## src/rtl/otter_branch_predictor.sv

```systemverilog
`default_nettype none
// ============================================================================
//  Module      : otter_branch_predictor
//  Description : Direct-mapped branch target buffer with one 2-bit saturating
//                counter per entry. Combinational lookup for fetch, resolved
//                outcome write-back and mispredict detection for decode, plus
//                saturating performance counters.
//  Revision    : 1.0 - initial release
// ============================================================================
module otter_branch_predictor #(
    parameter int         ENTRIES  = 16,
    parameter logic [1:0] CTR_INIT = 2'b01
) (
    input  logic        CLK,
    input  logic        RST,
    // fetch-side lookup
    input  logic [31:0] if_pc,
    output logic        pred_hit,
    output logic        pred_taken,
    output logic [31:0] pred_next_pc,
    // decode-side resolution
    input  logic        upd_valid,
    input  logic [31:0] upd_pc,
    input  logic        upd_is_branch,
    input  logic        upd_is_jump,
    input  logic        upd_taken,
    input  logic [31:0] upd_target,
    input  logic        upd_pred_taken,
    input  logic [31:0] upd_pred_next_pc,
    output logic        mispredict,
    // maintenance and statistics
    input  logic        bp_clear,
    output logic [31:0] stat_updates,
    output logic [31:0] stat_mispredicts
);

    localparam int IDX_W = $clog2(ENTRIES);
    localparam int TAG_W = 30 - IDX_W;

    // Table storage: valid/ctr need a defined value after reset/clear,
    // tag/target/jmp are only meaningful under a valid bit.
    logic [ENTRIES-1:0] r_valid;
    logic [1:0]         r_ctr    [ENTRIES];
    logic [TAG_W-1:0]   r_tag    [ENTRIES];
    logic [31:0]        r_target [ENTRIES];
    logic [ENTRIES-1:0] r_jmp;

    logic [31:0]        r_stat_updates;
    logic [31:0]        r_stat_mispredicts;

    // ---------------- fetch lookup ----------------
    logic [IDX_W-1:0] w_if_idx;
    logic [TAG_W-1:0] w_if_tag;

    assign w_if_idx     = if_pc[IDX_W+1:2];
    assign w_if_tag     = if_pc[31:IDX_W+2];
    assign pred_hit     = r_valid[w_if_idx] && (r_tag[w_if_idx] == w_if_tag);
    assign pred_taken   = pred_hit && (r_jmp[w_if_idx] || r_ctr[w_if_idx][1]);
    assign pred_next_pc = pred_taken ? r_target[w_if_idx] : (if_pc + 32'd4);

    // ---------------- resolution ----------------
    logic [IDX_W-1:0] w_upd_idx;
    logic [TAG_W-1:0] w_upd_tag;
    logic             w_upd_hit;
    logic             w_act_taken;
    logic [31:0]      w_act_next;
    logic             w_counted;
    logic             w_wr_en;
    logic             w_alloc;
    logic             w_br_hit;
    logic [1:0]       w_ctr_cur;
    logic [1:0]       w_ctr_next;

    assign w_upd_idx   = upd_pc[IDX_W+1:2];
    assign w_upd_tag   = upd_pc[31:IDX_W+2];
    assign w_upd_hit   = r_valid[w_upd_idx] && (r_tag[w_upd_idx] == w_upd_tag);

    // Mispredict uses only the carried prediction and the resolved outcome.
    assign w_act_taken = upd_is_jump || (upd_is_branch && upd_taken);
    assign w_act_next  = w_act_taken ? upd_target : (upd_pc + 32'd4);
    assign mispredict  = upd_valid && (upd_is_branch || upd_is_jump || upd_pred_taken)
                         && (upd_pred_next_pc != w_act_next);
    assign w_counted   = upd_valid && (upd_is_branch || upd_is_jump);

    // Clear and reset suppress every table write in their cycle.
    assign w_wr_en  = upd_valid && !RST && !bp_clear;
    // Jumps always (re)install; taken branches install on a miss.
    assign w_alloc  = w_wr_en && (upd_is_jump || (upd_is_branch && !w_upd_hit && upd_taken));
    assign w_br_hit = w_wr_en && !upd_is_jump && upd_is_branch && w_upd_hit;

    assign w_ctr_cur  = r_ctr[w_upd_idx];
    assign w_ctr_next = upd_taken ? ((w_ctr_cur == 2'b11) ? 2'b11 : w_ctr_cur + 2'd1)
                                  : ((w_ctr_cur == 2'b00) ? 2'b00 : w_ctr_cur - 2'd1);

    // Valid bits and counters: invalidate on reset/clear, else apply outcome.
    always_ff @(posedge CLK) begin
        if (RST || bp_clear) begin
            r_valid <= '0;
            for (int i = 0; i < ENTRIES; i++) begin
                r_ctr[i] <= CTR_INIT;
            end
        end else if (upd_valid) begin
            if (upd_is_jump) begin
                r_valid[w_upd_idx] <= 1'b1;
                r_ctr[w_upd_idx]   <= 2'b11;
            end else if (upd_is_branch) begin
                if (w_upd_hit) begin
                    r_ctr[w_upd_idx] <= w_ctr_next;
                end else if (upd_taken) begin
                    r_valid[w_upd_idx] <= 1'b1;
                    r_ctr[w_upd_idx]   <= 2'b10;
                end
            end else if (w_upd_hit) begin
                // a non-control instruction hit a stale or aliased entry
                r_valid[w_upd_idx] <= 1'b0;
            end
        end
    end

    // Tag, target and jump flag: written on allocation or a branch hit.
    always_ff @(posedge CLK) begin
        if (w_alloc) begin
            r_tag[w_upd_idx]    <= w_upd_tag;
            r_target[w_upd_idx] <= upd_target;
            r_jmp[w_upd_idx]    <= upd_is_jump;
        end else if (w_br_hit) begin
            r_jmp[w_upd_idx] <= 1'b0;
            if (upd_taken) begin
                r_target[w_upd_idx] <= upd_target;
            end
        end
    end

    // Saturating statistics, cleared only by reset.
    always_ff @(posedge CLK) begin
        if (RST) begin
            r_stat_updates     <= '0;
            r_stat_mispredicts <= '0;
        end else begin
            if (w_counted && (r_stat_updates != 32'hFFFF_FFFF)) begin
                r_stat_updates <= r_stat_updates + 32'd1;
            end
            if (mispredict && (r_stat_mispredicts != 32'hFFFF_FFFF)) begin
                r_stat_mispredicts <= r_stat_mispredicts + 32'd1;
            end
        end
    end

    assign stat_updates     = r_stat_updates;
    assign stat_mispredicts = r_stat_mispredicts;

endmodule
`default_nettype wire
```

## config.mk

```make
export PLATFORM = sky130hd
export DESIGN_NAME = otter_branch_predictor
export DESIGN_NICKNAME = d
export VERILOG_FILES = /design/src/rtl/otter_branch_predictor.sv
export SDC_FILE = /design/constraint.sdc
export NUM_CORES = 2
export LEC_CHECK = 0
export CAP_MARGIN = 20
export CELL_PAD_IN_SITES_DETAIL_PLACEMENT = 1
export CELL_PAD_IN_SITES_GLOBAL_PLACEMENT = 2
export CORE_MARGIN = 4
export CORE_UTILIZATION = 26
export DETAILED_ROUTE_END_ITERATION = 12
export PLACE_DENSITY_LB_ADDON = 0.1
export SYNTH_ARGS = -nofsm -noshare
export SYNTH_HDL_FRONTEND = slang
export SYNTH_SLANG_ARGS = --single-unit
```

## constraint.sdc

```tcl
create_clock -name CLK -period 5.15 [get_ports CLK]
set_clock_uncertainty 0.2 [all_clocks]
set_input_delay 0.515 -clock CLK [delete_from_list [all_inputs] [get_ports CLK]]
set_output_delay 0.515 -clock CLK [all_outputs]
set_load 0.02 [all_outputs]
```

==> results.tsv <==
stage	metric	value	unit
yosys	synthMuxAreaShare	19.8	%
setup_path	crit_path_end_kind	output pin	
finish	final_util	33.0	%
timing	fmax	198	MHz
floorplanning	die_y	438	µm
pwr	p_int	15.2	mW
yosys	ys.flop_type	edfxtp_1	
yosys	ys_seq_area_share	64.3	%
cts	cts_made_buffers	120	
floorplanning	core	0.183	mm²
global_routing	overflow	0	
yosys	synth-edff-count	976	
yosys	yosysWarnings	0	
yosys	synth_nets	3022	
floorplanning	start_util	26.2	%
pwr	power.total	20.0	mW
pwr	pwr-share-seq	47.3	%
placed_design	io_buffers	234	
pwr	p_leak	19.6	nW
pwr	powerDensity	330	mW/mm²
finish	fin_area	0.0605	mm²
timing	drv_slew	0	
route	wirelength	189000	µm
yosys	syn_area	0.0481	mm²
timing	fin_ws	97.7	ps
floorplanning	row_count	157	
timing	period_share	98.1	%
route	avgRoutedWirePerCell	31.7	µm
floorplanning	top_level_ports	235	
cts	clock_path_buffers	3	
setup_path	arrival	4340	ps
setup_path	crit_slowest_cell	a21oi_1	
placed_design	gp_congestion	0.799	
timing	fin_crit	5050	ps
pwr	p_sw	4.77	mW
yosys	synth_top_family_by_area	multiplexers	
route	routed_via_density	4.99	
finish	drive_gt1_share	29.3	%
pwr	p_clk_share	43.5	%
global_routing	grt_pass1_vias	32358	
route	drc	0	
route	via_count	29806	
setup_path	startpoint_type	input pin	
yosys	async_flop_share	0	%
timing	setup_viol	0	
placed_design	dp_hpwl	125000	µm
cts	cts_root_buf	clkbuf_16	
setup_path	criticalPathCategory	in2out	
yosys	syn_inst	2879	
finish	mostFrequentLayoutCell	edfxtp_1	
finish	syn_to_final_growth	25.8	%
setup_path	path_cells	buf_8 -> buf_12 -> buf_12 -> buf_4 -> mux4_2 -> mux2i_1 -> a21oi_1 -> xnor2_1 -> nand3_1 -> buf_4 -> nor4_4 -> buf_4 -> o21ai_4 -> buf_12 -> buf_12 -> mux2_4 -> buf_12	
cts	htreeDepth	3	
timing	rsz0062_at_grt	false	
cts	hold_buffers	0	
pwr	irDropWorstVdd	0.280	mV
floorplanning	die-area	0.192	mm²
timing	slew_headroom	22.4	%
setup_path	required	4430	ps
setup_path	crit_path_max_fanout	16	
placed_design	pre_cts_ws	-605	ps
timing	worstMarginPinSlew	1160	ps
finish	finalNonFillerCells	5973	
flow_run	drv_cap	0	
cts	cts_tree	done	
finish	nets	3547	
finish	fillCellCount	18800	
yosys	synth_compound_area_share	3.94	%
global_routing	grt_max_degree	124	
placed_design	dp_cells	5740	
run_status	status	finished, final reports clean	
yosys	synth_xor_area_share	3.15	%
pwr	p_sw_share	23.9	%
route	first_pass_iters	7	
setup_path	cpMostUsedCell	buf_12	
floorplanning	die_w	438	µm
timing	timing.hold.ws	184	ps
setup_path	critical_path.top_delay_family	buffers and inverters	
pwr	p_comb_share	9.3	%
cts	cts.clk_slew.worst_paths	60	ps
yosys	yosysUniqueCellTypes	71	
cts	clkSinkCount	1056	
global_routing	grt_pass1_wl	262000	µm
yosys	syn_area_per_cell	16.7	µm²
yosys	synth_fa_ha_area_share	0.182	%
placed_design	dpl_cell_area	0.0562	mm²
route	drtAntennaViolNets	0	
cts	insertion_delay	780	ps
hold_path	hp-class	in2reg	
global_routing	antenna_found_initial	13	
setup_path	slowest_delay	910	ps
timing	tns	0	ps
yosys	ys_ff_latch	1056	
yosys	synth-simple-area-share	6.63	%
finish	final_cell_mix	edfxtp_1 (976), mux4_2 (372), buf_4 (302), clkdlybuf4s50_1 (190), nor2_1 (136)	
timing	finalHoldViolCount	0	
route	drt_iter0_drc	2107	
global_routing	grt_use_total	19.4	%
setup_path	path_buf_inv	9	
path summary, 6_finish.rpt:
path	from	to	slack (ps)	depth (start not counted)
worst max-delay path	if_pc[2]	pred_next_pc[3]	100	17
worst min-delay path	RST	stat_mispredicts[6]	180	3
worst max register to register	r_tag[4][12]	r_ctr[7][1]	330	17
worst min register to register	stat_mispredicts[17]	stat_mispredicts[17]	320	2
flip-flops by register name (all words and copies together), names as in the netlist, named ones only:
register          count
stat_updates         32
r_tag               416
r_ctr                32
r_jmp                16
stat_mispredicts     32
r_target            512
cells by family after synthesis:
kind of cell,count (synthesis)
DFF,1056
xor gates and xnor gates,173
AOI/OAI and AO/OA,288
buffers and inverters,232
muxes,483
adders and majority gates,7
and+or+nand+nor,640
final cells by class:
type                            instances  area [µm²]  area share (%)
Multi-Input combinational cell       1591       16600            27.4
Sequential cell                      1056       30900            51.1
Tap cell                             2464        3080            5.10
Clock inverter                         73         835            1.38
Inverter                               46         173           0.285
Antenna cell                            4        10.0          0.0165
Clock buffer                          150        3150            5.20
Timing Repair Buffer                  589        5770            9.54
worst register-to-register path, cell delays in order (launching register included):
cell and delay [ps]:
edfxtp_1 400, buf_4 160, mux4_2 440, mux2i_1 490, xor2_1 220, o211ai_1 170
buf_4 180, nor4_1 280, buf_4 180, o2111ai_1 100, buf_4 170, or3_1 560
buf_4 250, nor4b_1 330, a31oi_1 80, nand2_1 140, buf_12 160, nor2_1 70
synthesized netlist by cell type, types with 4 or more instances:
cell type,instances,area (µm²)
nand2b_1,18,113
o311a_1,4,40.0
a21oi_1,84,420
xor2_1,97,850
mux2i_1,97,971
nand3_1,96,480
a31oi_1,7,43.8
a22o_1,12,105
a211oi_1,32,240
o31ai_1,5,37.5
o211ai_1,19,143
and2_1,11,68.8
edfxtp_1,976,29300
a221oi_1,9,78.8
o21ai_0,59,295
a22oi_1,14,105
nor2b_1,35,219
nor3_1,28,140
and3_1,29,181
clkbuf_1,109,409
nand2_1,127,477
nand4b_1,4,35.0
xnor2_1,76,666
buf_2,33,165
inv_1,45,169
or3_1,22,138
dfxtp_1,80,1600
nand4_1,50,313
buf_1,29,109
nor4_1,21,131
nor2_1,168,631
ha_1,7,87.6
buf_4,8,60.1
mux2_2,14,158
and4_1,14,123
clkbuf_2,4,20.0
mux4_2,372,8380
layer usage:
metal  vias up  wire, µm  GRT usage [%]
li1      12696         -              -
met1     16213     80200           24.9
met2       683     97600           34.6
met3       212      6450           2.54
met4         2      4940           4.99
met5         -        13              0
repair_timing:
action	4_1_cts	5_1_grt
resized for setup	135	5
pin swaps	10	5
buffers inserted	6	1
endpoints found under the setup margin	34	32
gates cloned	0	0
power groups by stage:
stage	combinational [mW]	sequential, mW	clock [mW]
after floorplan	0.854	9.61	0
after global placement	1.85	9.61	0
after detailed placement	1.87	9.62	0
after CTS	1.89	9.43	8.95
after global routing	1.96	9.43	9.30
final	1.85	9.43	8.67
Note: power is estimated with default switching activity, not from simulation.
